[src/rtl/rsa_pkg.sv]
// Shared definitions for the RSA decryption engine: default width, FSM
// state encoding and the accumulator width helper for the modular multiplier.
package rsa_pkg;

    localparam int BITS_DEFAULT = 4;

    typedef enum logic [2:0] {
        ST_IDLE = 3'd0,
        ST_LOAD = 3'd1,
        ST_SQR  = 3'd2,
        ST_MUL  = 3'd3,
        ST_DONE = 3'd4
    } state_e;

    // The multiplier intermediate stays below 3n, so two extra bits suffice.
    function automatic int acc_w(input int bits);
        return bits + 2;
    endfunction

    localparam int ACC_W = BITS_DEFAULT + 2;

endpackage

[src/rtl/rsa_decrypt_mod_mult.sv]
// Bit-serial interleaved modular multiplier: p = a*b mod n, scanning b MSB first.
// The first step runs on the start edge, so mm_valid pulses BITS cycles after start.
module mod_mult
    import rsa_pkg::*;
#(
    parameter int BITS = BITS_DEFAULT
) (
    input  logic            clk,
    input  logic            reset,
    input  logic            start,
    input  logic [BITS-1:0] a,
    input  logic [BITS-1:0] b,
    input  logic [BITS-1:0] n,
    output logic [BITS-1:0] p,
    output logic            mm_valid
);
    localparam int AW = acc_w(BITS);
    localparam int CW = $clog2(BITS + 1);

    logic [AW-1:0]   p_q, a_q, n_q;
    logic [BITS-1:0] b_q;
    logic [CW-1:0]   cnt_q;
    logic            run_q, valid_q;

    logic [AW-1:0] p_src, a_src, n_src, sum, red1, p_d;
    logic          b_bit;

    // A start overrides any running operation: the step uses fresh operands.
    always_comb begin
        p_src = start ? '0 : p_q;
        a_src = start ? AW'(a) : a_q;
        n_src = start ? AW'(n) : n_q;
        b_bit = start ? b[BITS-1] : b_q[BITS-1];
        sum   = {p_src[AW-2:0], 1'b0} + (b_bit ? a_src : '0);
        red1  = (sum >= n_src) ? sum - n_src : sum;
        p_d   = (red1 >= n_src) ? red1 - n_src : red1;
    end

    always_ff @(posedge clk) begin
        if (reset) begin
            p_q     <= '0;
            a_q     <= '0;
            n_q     <= '0;
            b_q     <= '0;
            cnt_q   <= '0;
            run_q   <= 1'b0;
            valid_q <= 1'b0;
        end else begin
            valid_q <= 1'b0;
            if (start) begin
                p_q   <= p_d;
                a_q   <= AW'(a);
                n_q   <= AW'(n);
                b_q   <= {b[BITS-2:0], 1'b0};
                cnt_q <= CW'(BITS - 1);
                run_q <= 1'b1;
            end else if (run_q) begin
                p_q   <= p_d;
                b_q   <= {b_q[BITS-2:0], 1'b0};
                cnt_q <= cnt_q - CW'(1);
                if (cnt_q == CW'(1)) begin
                    run_q   <= 1'b0;
                    valid_q <= 1'b1;
                end
            end
        end
    end

    assign p        = p_q[BITS-1:0];
    assign mm_valid = valid_q;

endmodule

[src/rtl/rsa_decrypt.sv]
// Constant-time RSA decryption r = c^dk mod n by left-to-right square-and-multiply;
// every exponent bit costs one square and one (possibly discarded) multiply.
module rsa_decrypt
    import rsa_pkg::*;
#(
    parameter int BITS = BITS_DEFAULT
) (
    input  logic            clk,
    input  logic            reset,
    input  logic            go,
    input  logic [BITS-1:0] c,
    input  logic [BITS-1:0] dk,
    input  logic [BITS-1:0] n,
    output logic [BITS-1:0] r,
    output logic            done,
    output logic            busy,
    output logic            err
);
    localparam int KW = $clog2(BITS);

    state_e          state_q;
    logic [BITS-1:0] c_q, dk_q, n_q, acc_q, r_q;
    logic [KW-1:0]   k_q;
    logic            done_q, busy_q, err_q;
    logic            mm_start_q;
    logic [BITS-1:0] mm_a_q, mm_b_q, mm_p;
    logic            mm_valid;
    logic [BITS-1:0] acc_d;

    mod_mult #(.BITS(BITS)) u_mm (
        .clk      (clk),
        .reset    (reset),
        .start    (mm_start_q),
        .a        (mm_a_q),
        .b        (mm_b_q),
        .n        (n_q),
        .p        (mm_p),
        .mm_valid (mm_valid)
    );

    // The multiply result is only kept when the current exponent bit is set.
    assign acc_d = dk_q[k_q] ? mm_p : acc_q;

    always_ff @(posedge clk) begin
        if (reset) begin
            state_q    <= ST_IDLE;
            c_q        <= '0;
            dk_q       <= '0;
            n_q        <= '0;
            acc_q      <= '0;
            k_q        <= '0;
            r_q        <= '0;
            done_q     <= 1'b0;
            busy_q     <= 1'b0;
            err_q      <= 1'b0;
            mm_start_q <= 1'b0;
            mm_a_q     <= '0;
            mm_b_q     <= '0;
        end else begin
            done_q     <= 1'b0;
            mm_start_q <= 1'b0;
            case (state_q)
                ST_IDLE: begin
                    if (go) begin
                        c_q     <= c;
                        dk_q    <= dk;
                        n_q     <= n;
                        busy_q  <= 1'b1;
                        state_q <= ST_LOAD;
                    end
                end
                ST_LOAD: begin
                    if (n_q < BITS'(2) || c_q >= n_q) begin
                        r_q     <= '0;
                        err_q   <= 1'b1;
                        done_q  <= 1'b1;
                        state_q <= ST_DONE;
                    end else begin
                        acc_q      <= BITS'(1);
                        k_q        <= KW'(BITS - 1);
                        mm_start_q <= 1'b1;
                        mm_a_q     <= BITS'(1);
                        mm_b_q     <= BITS'(1);
                        state_q    <= ST_SQR;
                    end
                end
                ST_SQR: begin
                    if (mm_valid) begin
                        acc_q      <= mm_p;
                        mm_start_q <= 1'b1;
                        mm_a_q     <= mm_p;
                        mm_b_q     <= c_q;
                        state_q    <= ST_MUL;
                    end
                end
                ST_MUL: begin
                    if (mm_valid) begin
                        acc_q <= acc_d;
                        if (k_q == '0) begin
                            r_q     <= acc_d;
                            err_q   <= 1'b0;
                            done_q  <= 1'b1;
                            state_q <= ST_DONE;
                        end else begin
                            k_q        <= k_q - KW'(1);
                            mm_start_q <= 1'b1;
                            mm_a_q     <= acc_d;
                            mm_b_q     <= acc_d;
                            state_q    <= ST_SQR;
                        end
                    end
                end
                ST_DONE: begin
                    busy_q  <= 1'b0;
                    state_q <= ST_IDLE;
                end
                default: state_q <= ST_IDLE;
            endcase
        end
    end

    assign r    = r_q;
    assign done = done_q;
    assign busy = busy_q;
    assign err  = err_q;

endmodule

[config.mk]
export PLATFORM = sky130hd
export DESIGN_NAME = rsa_decrypt
export DESIGN_NICKNAME = d
export VERILOG_FILES = /design/src/rtl/rsa_pkg.sv /design/src/rtl/rsa_decrypt_mod_mult.sv /design/src/rtl/rsa_decrypt.sv
export SDC_FILE = /design/constraint.sdc
export NUM_CORES = 1
export LEC_CHECK = 0
export BUFFER_PORTS_ARGS = -buffer_cell sky130_fd_sc_hd__buf_2
export CORE_ASPECT_RATIO = 0.6
export CORE_UTILIZATION = 60
export CTS_BUF_LIST = sky130_fd_sc_hd__clkbuf_4
export CTS_CLUSTER_DIAMETER = 30
export DETAILED_ROUTE_END_ITERATION = 6
export HOLD_SLACK_MARGIN = 0.1
export PLACE_DENSITY = 0.79
export SLEW_MARGIN = 10
export SYNTH_ARGS = -nofsm -noshare
export SYNTH_HDL_FRONTEND = slang
export SYNTH_SLANG_ARGS = --single-unit
[constraint.sdc]
create_clock -name clk -period 6.49 [get_ports clk]
set_clock_uncertainty 0.15 [all_clocks]
set_input_delay 0.649 -clock clk [delete_from_list [all_inputs] [get_ports clk]]
set_output_delay 0.649 -clock clk [all_outputs]
set_load 0.02 [all_outputs]
==> impl_metrics.tcl, run 1 <==
set metrics [dict create \
    numPortBuffers 21 \
    end_kind "flip-flop" \
    path_class "flip-flop to flip-flop" \
    setup_viol 0 \
    fin_crit_sh 0.8440 \
    die_height_um 61.33 \
    synth_edf_count 0 \
    antenna_left 0 \
    num_rows 21 \
    gp_congestion 0.8653 \
    swShare 0.3604 \
    startpoint_type "flip-flop" \
    cts-resized-gates 0 \
    synth_fa_ha_area_frac 0.09883 \
    synth_top_area_frac 0.3526 \
    final-max-slew-violation-count 0 \
    clock.fmax_ghz 0.1826 \
    dp_hpwl_um 6004 \
    hold_buffers 0 \
    coreArea_mm2 0.005623 \
    cts_tree "yes" \
    power_density_mw_per_mm2 245.8 \
    start_util 0.6259 \
    hold_viol 0 \
    worstSkewPairLatency_ps 410 \
    yosys.area_share.xor_xnor 0.02488 \
    synthCells 417 \
    worstMarginPinSlew_ps 713.1 \
    final_cells 514 \
    yosys.area_share.simple 0.1913 \
    power_frac_comb 0.285 \
    io_pins 22 \
    clock_sinks 62 \
    drt_iter0_markers 253 \
    cp.arrival_ps 5640 \
    antennaDiodeCount 0 \
    vias 2966 \
    multi_input_area_mm2 0.002092 \
    vdd_drop_max_mv 0.2251 \
    seqPwrFrac 0.478 \
    detail_route.wirelength_um 8115 \
    synth_most_common_cell "dfxtp_1" \
    grt_pass1_wl_um 12750 \
    cts_root_buffer "clkbuf_4" \
    synth_area_leaders "dfxtp_1, ha_1, a21oi_1" \
    cts_setup_buffers 0 \
    drv_cap 0 \
    synth_top_area_cell "dfxtp_1" \
    hold_slack_ps 310.3 \
    synth_top_family_by_area "simple AND/OR/NAND/NOR gates" \
    tns_ps 0 \
    final_nets 470 \
    ys_ff_latch 62 \
    grtUsageTotal 0.2778 \
    synth_common_cells "dfxtp_1, nor2_1, nand2_1" \
    synth_compound_area_frac 0.1888 \
    fp.dieW_um 100.9 \
    switchingPower_uw 332.1 \
    cp_max_fo 15 \
    p_total_uw 921.4 \
    syn_to_final_growth_pct 6.506 \
    avgSynthCellArea_um2 8.440 \
    numCtsBuffers 9 \
    fillerInstances 486 \
    drc 0 \
    grt_max_degree 54 \
    synth_ff_type "dfxtp_1" \
    dr.pass1.iters 5 \
    yosys_warnings 0 \
    cp.required_ps 6650 \
    antenna_found_initial 0 \
    ctsHtreeMaxLevel 3 \
    grt-ovfl-total 0 \
    min_period_ps 5478 \
    placed_cells 498 \
    power.internal_uw 589.3 \
    final_area_mm2 0.003749 \
    p_leak_nw 1.540 \
    status "finished clean" \
    syn_area_mm2 0.003520 \
    placed_area_mm2 0.003640 \
    drt-wirelength-per-cell_um 15.79 \
    regArea_mm2 0.001241 \
    syn_nets 458 \
    dieArea_mm2 0.006186 \
    clk_pin_slew_worst_paths_ps 110 \
    vias_per_cell 5.770 \
    worstHoldPathType "flip-flop to flip-flop" \
    async_flop_share 0 \
    ys_seq_area_frac 0.3526 \
    grt_pass1_vias 2568 \
    rsz0062_at_grt "no" \
    p_clk_frac 0.236 \
    relSlewSlack 0.5229 \
    regToRegSetupSlack_ps 1010 \
    synth_cell_types 54 \
    drive_gt1_frac 0.1429 \
    synthMuxAreaShare 0.09065 \
    cts.path.max_buffers 2 \
]
==> placed cells by master (no fill, tap or decap), types with 9 or more instances in the layout <==
cell type	n
dfxtp_1	62
nor2_1	48
nand2_1	45
a21oi_1	43
ha_1	23
inv_1	21
buf_2	21
mux2i_1	18
nand2b_1	10
nand3_1	10
mux2_2	9
o21ai_0	9
clkbuf_4	9
==> final cells by class <==
| type | count | area share |
|---|---|---|
| Sequential cell | 62 | 0.3311 |
| Clock buffer | 9 | 0.01802 |
| Tap cell | 80 | 0.02670 |
| Timing Repair Buffer | 24 | 0.03405 |
| Inverter | 21 | 0.02103 |
| Clock inverter | 7 | 0.01101 |
| Multi-Input combinational cell | 311 | 0.5581 |
==> per-stage QoR <==
| stage | utilization | worst slack [ps] |
|---|---|---|
| CTS | 0.6667 | 1025 |
| finish | 0.6667 | 1012 |
| detailed placement | 0.6473 | 1099 |
| global route | 0.6667 | 621.9 |
| floorplan | - | 1487 |
| global placement | 0.6473 | 1303 |
==> metal layers <==
| layer | track usage | part of all wire |
|---|---|---|
| met5 | 0 | 0 |
| met4 | 0.07039 | 0.0063 |
| met3 | 0.08059 | 0.089 |
| met2 | 0.3787 | 0.39 |
| met1 | 0.4233 | 0.51 |
==> logic make-up (layout without fill, tap and decap cells) <==
group	Yosys count	after routing
AND/OR/NAND/NOR	145	145
AO/OA/AOI/OAI	101	101
flip-flops	62	62
buffers and inverters	44	61
multiplexers	29	29
adder cells (fa/ha/maj)	26	26
XOR/XNOR	10	10
==> critical path, stage by stage (launching register included) <==
cell,delay [ps]
dfxtp_1,650
nor2b_1,170
a32o_1,250
ha_1,200
fa_1,400
a21o_1,190
a21oi_1,160
xnor2_1,160
ha_1,320
a21oi_1,140
o221a_2,300
mux2_2,390
ha_1,210
fa_1,390
nand2b_1,180
a21oi_1,150
o41a_1,310
mux2_2,370
a211oi_1,260
==> power by group through the flow <==
stage          Clock [mW]  Sequential [mW]  Combinational (mW)
3_3_place_gp            0            0.446               0.250
2_1_floorplan           0            0.435               0.216
5_1_grt             0.235            0.444               0.294
6_report            0.218            0.441               0.263
4_1_cts             0.221            0.439               0.259
3_5_place_dp            0            0.448               0.257
==> final timing paths <==
kind / from / endpoint / cells after the start
worst max-delay path: mm_start_q$_SDFF_PP0_ / u_mm.p_q[0]$_SDFFE_PP0P_ / 18
worst min-delay path: dk_q[2]$_SDFFE_PP0P_ / dk_q[2]$_SDFFE_PP0P_ / 2
worst max register to register: mm_start_q$_SDFF_PP0_ / u_mm.p_q[0]$_SDFFE_PP0P_ / 18
worst min register to register: dk_q[2]$_SDFFE_PP0P_ / dk_q[2]$_SDFFE_PP0P_ / 2
==> sequential cells by signal, summed over array words and instances, names as in the netlist, 4 cells and up <==
signal    cells
mm_b_q        4
r             4
mm_a_q        4
u_mm.a_q      6
u_mm.n_q      6
u_mm.p_q      5
n_q           4
acc_q         4
c_q           4
dk_q          4
Power figures use the tool's default switching activity.
==> run 2, diff against run 1 <==
- clock period: 6.49 -> 5.65 ns (I/O delays scaled with it)
==> impl_metrics.tcl, run 2 (synthesis results as in run 1) <==
set metrics [dict create \
    status "finished clean" \
    antenna_found_initial 0 \
    seqPwrFrac 0.459 \
    placed_area_mm2 0.003640 \
    dr.pass1.iters 5 \
    vdd_drop_max_mv 0.1879 \
    antennaDiodeCount 0 \
    drt_iter0_markers 213 \
    regToRegSetupSlack_ps 430 \
    startpoint_type "flip-flop" \
    r2r-end "u_mm.p_q[0]$_SDFFE_PP0P_" \
    cp_max_fo 8 \
    rsz0062_at_grt "no" \
    p_clk_frac 0.265 \
    grt_pass1_wl_um 12550 \
    cp.required_ps 5830 \
    io_pins 22 \
    cts_root_buffer "clkbuf_4" \
    num_rows 21 \
    p_total_mw 1.102 \
    largestRegisters "u_mm.a_q: 6 flops, u_mm.n_q: 6 flops, u_mm.p_q: 5 flops" \
    hold_end "dk_q[1]$_SDFFE_PP0P_" \
    power_frac_comb 0.276 \
    detail_route.wirelength_um 8086 \
    end_kind "flip-flop" \
    relSlewSlack 0.5197 \
    final_area_mm2 0.003766 \
    drt-wirelength-per-cell_um 15.76 \
    min_period_ps 5222 \
    tns_ps 0 \
    clock.fmax_ghz 0.1915 \
    path_class "flip-flop to flip-flop" \
    ctsHtreeMaxLevel 3 \
    grt_pass1_vias 2553 \
    switchingPower_uw 375.6 \
    cts_setup_buffers 0 \
    swShare 0.3409 \
    gp_congestion 0.8778 \
    dieArea_mm2 0.006186 \
    numPortBuffers 21 \
    whs_path_depth 3 \
    final_nets 470 \
    start_util 0.6259 \
    reg2reg_depth 18 \
    hold_buffers 0 \
    final_cell_mix "dfxtp_1, nor2_1, nand2_1, a21oi_1, ha_1" \
    power.internal_uw 726.1 \
    grt-ovfl-total 0 \
    worstHoldStart "dk[1]" \
    reg2reg_from "mm_start_q$_SDFF_PP0_" \
    antenna_left 0 \
    worstMarginPinSlew_ps 717.8 \
    cp.arrival_ps 5400 \
    grt_max_degree 54 \
    final-max-slew-violation-count 0 \
    drive_gt1_frac 0.1409 \
    drv_cap 0 \
    grtUsageTotal 0.2780 \
    coreArea_mm2 0.005623 \
    fin_crit_sh 0.9242 \
    worstSkewPairLatency_ps 420 \
    cts-resized-gates 0 \
    vias_per_cell 5.819 \
    hold_viol 0 \
    clk_pin_slew_worst_paths_ps 100 \
    drc 0 \
    p_leak_nw 1.554 \
    syn_to_final_growth_pct 7.003 \
    dp_hpwl_um 5981 \
    power_density_mw_per_mm2 292.5 \
    fp.dieW_um 100.9 \
    setup_viol 0 \
    final_common_cell "dfxtp_1" \
    die_height_um 61.33 \
    cts.path.max_buffers 2 \
    vias 2985 \
    cts_tree "yes" \
    clock_sinks 62 \
    numCtsBuffers 9 \
    worstHoldPathType "input port to flip-flop" \
]
run 2: cell count changes in the layout (fill, tap and decap cells not counted):
cell        change
bufinv_16       +1
clkinv_2        -1
clkbuf_4        +1
clkinvlp_4      -2
run 2: worst max-delay path, stage by stage (launching register included):
cell and delay [ps]:
dfxtp_1 450, nor2b_1 130, a32o_1 230, ha_1 210, fa_1 400, a21o_1 190, a21oi_1 190, xnor2_1 160
ha_1 310, a21oi_1 140, o221a_2 310, mux2_2 370, ha_1 210, fa_1 410, nand2b_1 190, a21oi_1 180
o41a_1 320, mux2_2 370, a211oi_1 210
run 2: power groups by stage:
stage	registers (mW)	clock network (mW)	logic, mW
3_5_place_dp	0.513	0	0.296
2_1_floorplan	0.499	0	0.249
6_report	0.505	0.292	0.304
3_3_place_gp	0.513	0	0.287
5_1_grt	0.509	0.312	0.338
4_1_cts	0.503	0.298	0.298
run 2: layout make-up:
class                           count  area, µm²
Clock buffer                       10      75.07
Clock inverter                      5      51.30
Fill cell                         500       1857
Inverter                           21      78.83
Multi-Input combinational cell    311       2092
Sequential cell                    62       1241
Tap cell                           80      100.1
Timing Repair Buffer               24      127.6
run 2: through the flow:
step                hold slack, ps  worst slack (ps)  instances    util
detailed placement           302.0             475.4        498  0.6473
floorplan                    280.2             647.1        417       -
global placement             290.2             725.4        498  0.6473
CTS                          208.5             460.0        513  0.6698
finish                       227.9             428.4        513  0.6698
global route                 220.8             117.4        513  0.6698
run 2: worst max path at each step:
stage	startpoint	end	slack, ps
finish	mm_start_q$_SDFF_PP0_	u_mm.p_q[0]$_SDFFE_PP0P_	430
global route	mm_start_q$_SDFF_PP0_	u_mm.p_q[0]$_SDFFE_PP0P_	120
CTS	mm_start_q$_SDFF_PP0_	u_mm.p_q[0]$_SDFFE_PP0P_	460
detailed placement	mm_start_q$_SDFF_PP0_	u_mm.p_q[0]$_SDFFE_PP0P_	480
global placement	mm_start_q$_SDFF_PP0_	u_mm.p_q[0]$_SDFFE_PP0P_	730
floorplan	mm_start_q$_SDFF_PP0_	u_mm.p_q[0]$_SDFFE_PP0P_	650
run 2: routing by layer:
metal,vias up,global-route usage,wire length [µm],share of wire
met4,0,0.1325,153,0.019
met5,-,0,0,0
met1,1395,0.3928,4169,0.52
met2,90,0.3757,3155,0.39
met3,18,0.09989,607,0.075
li1,1482,-,-,-
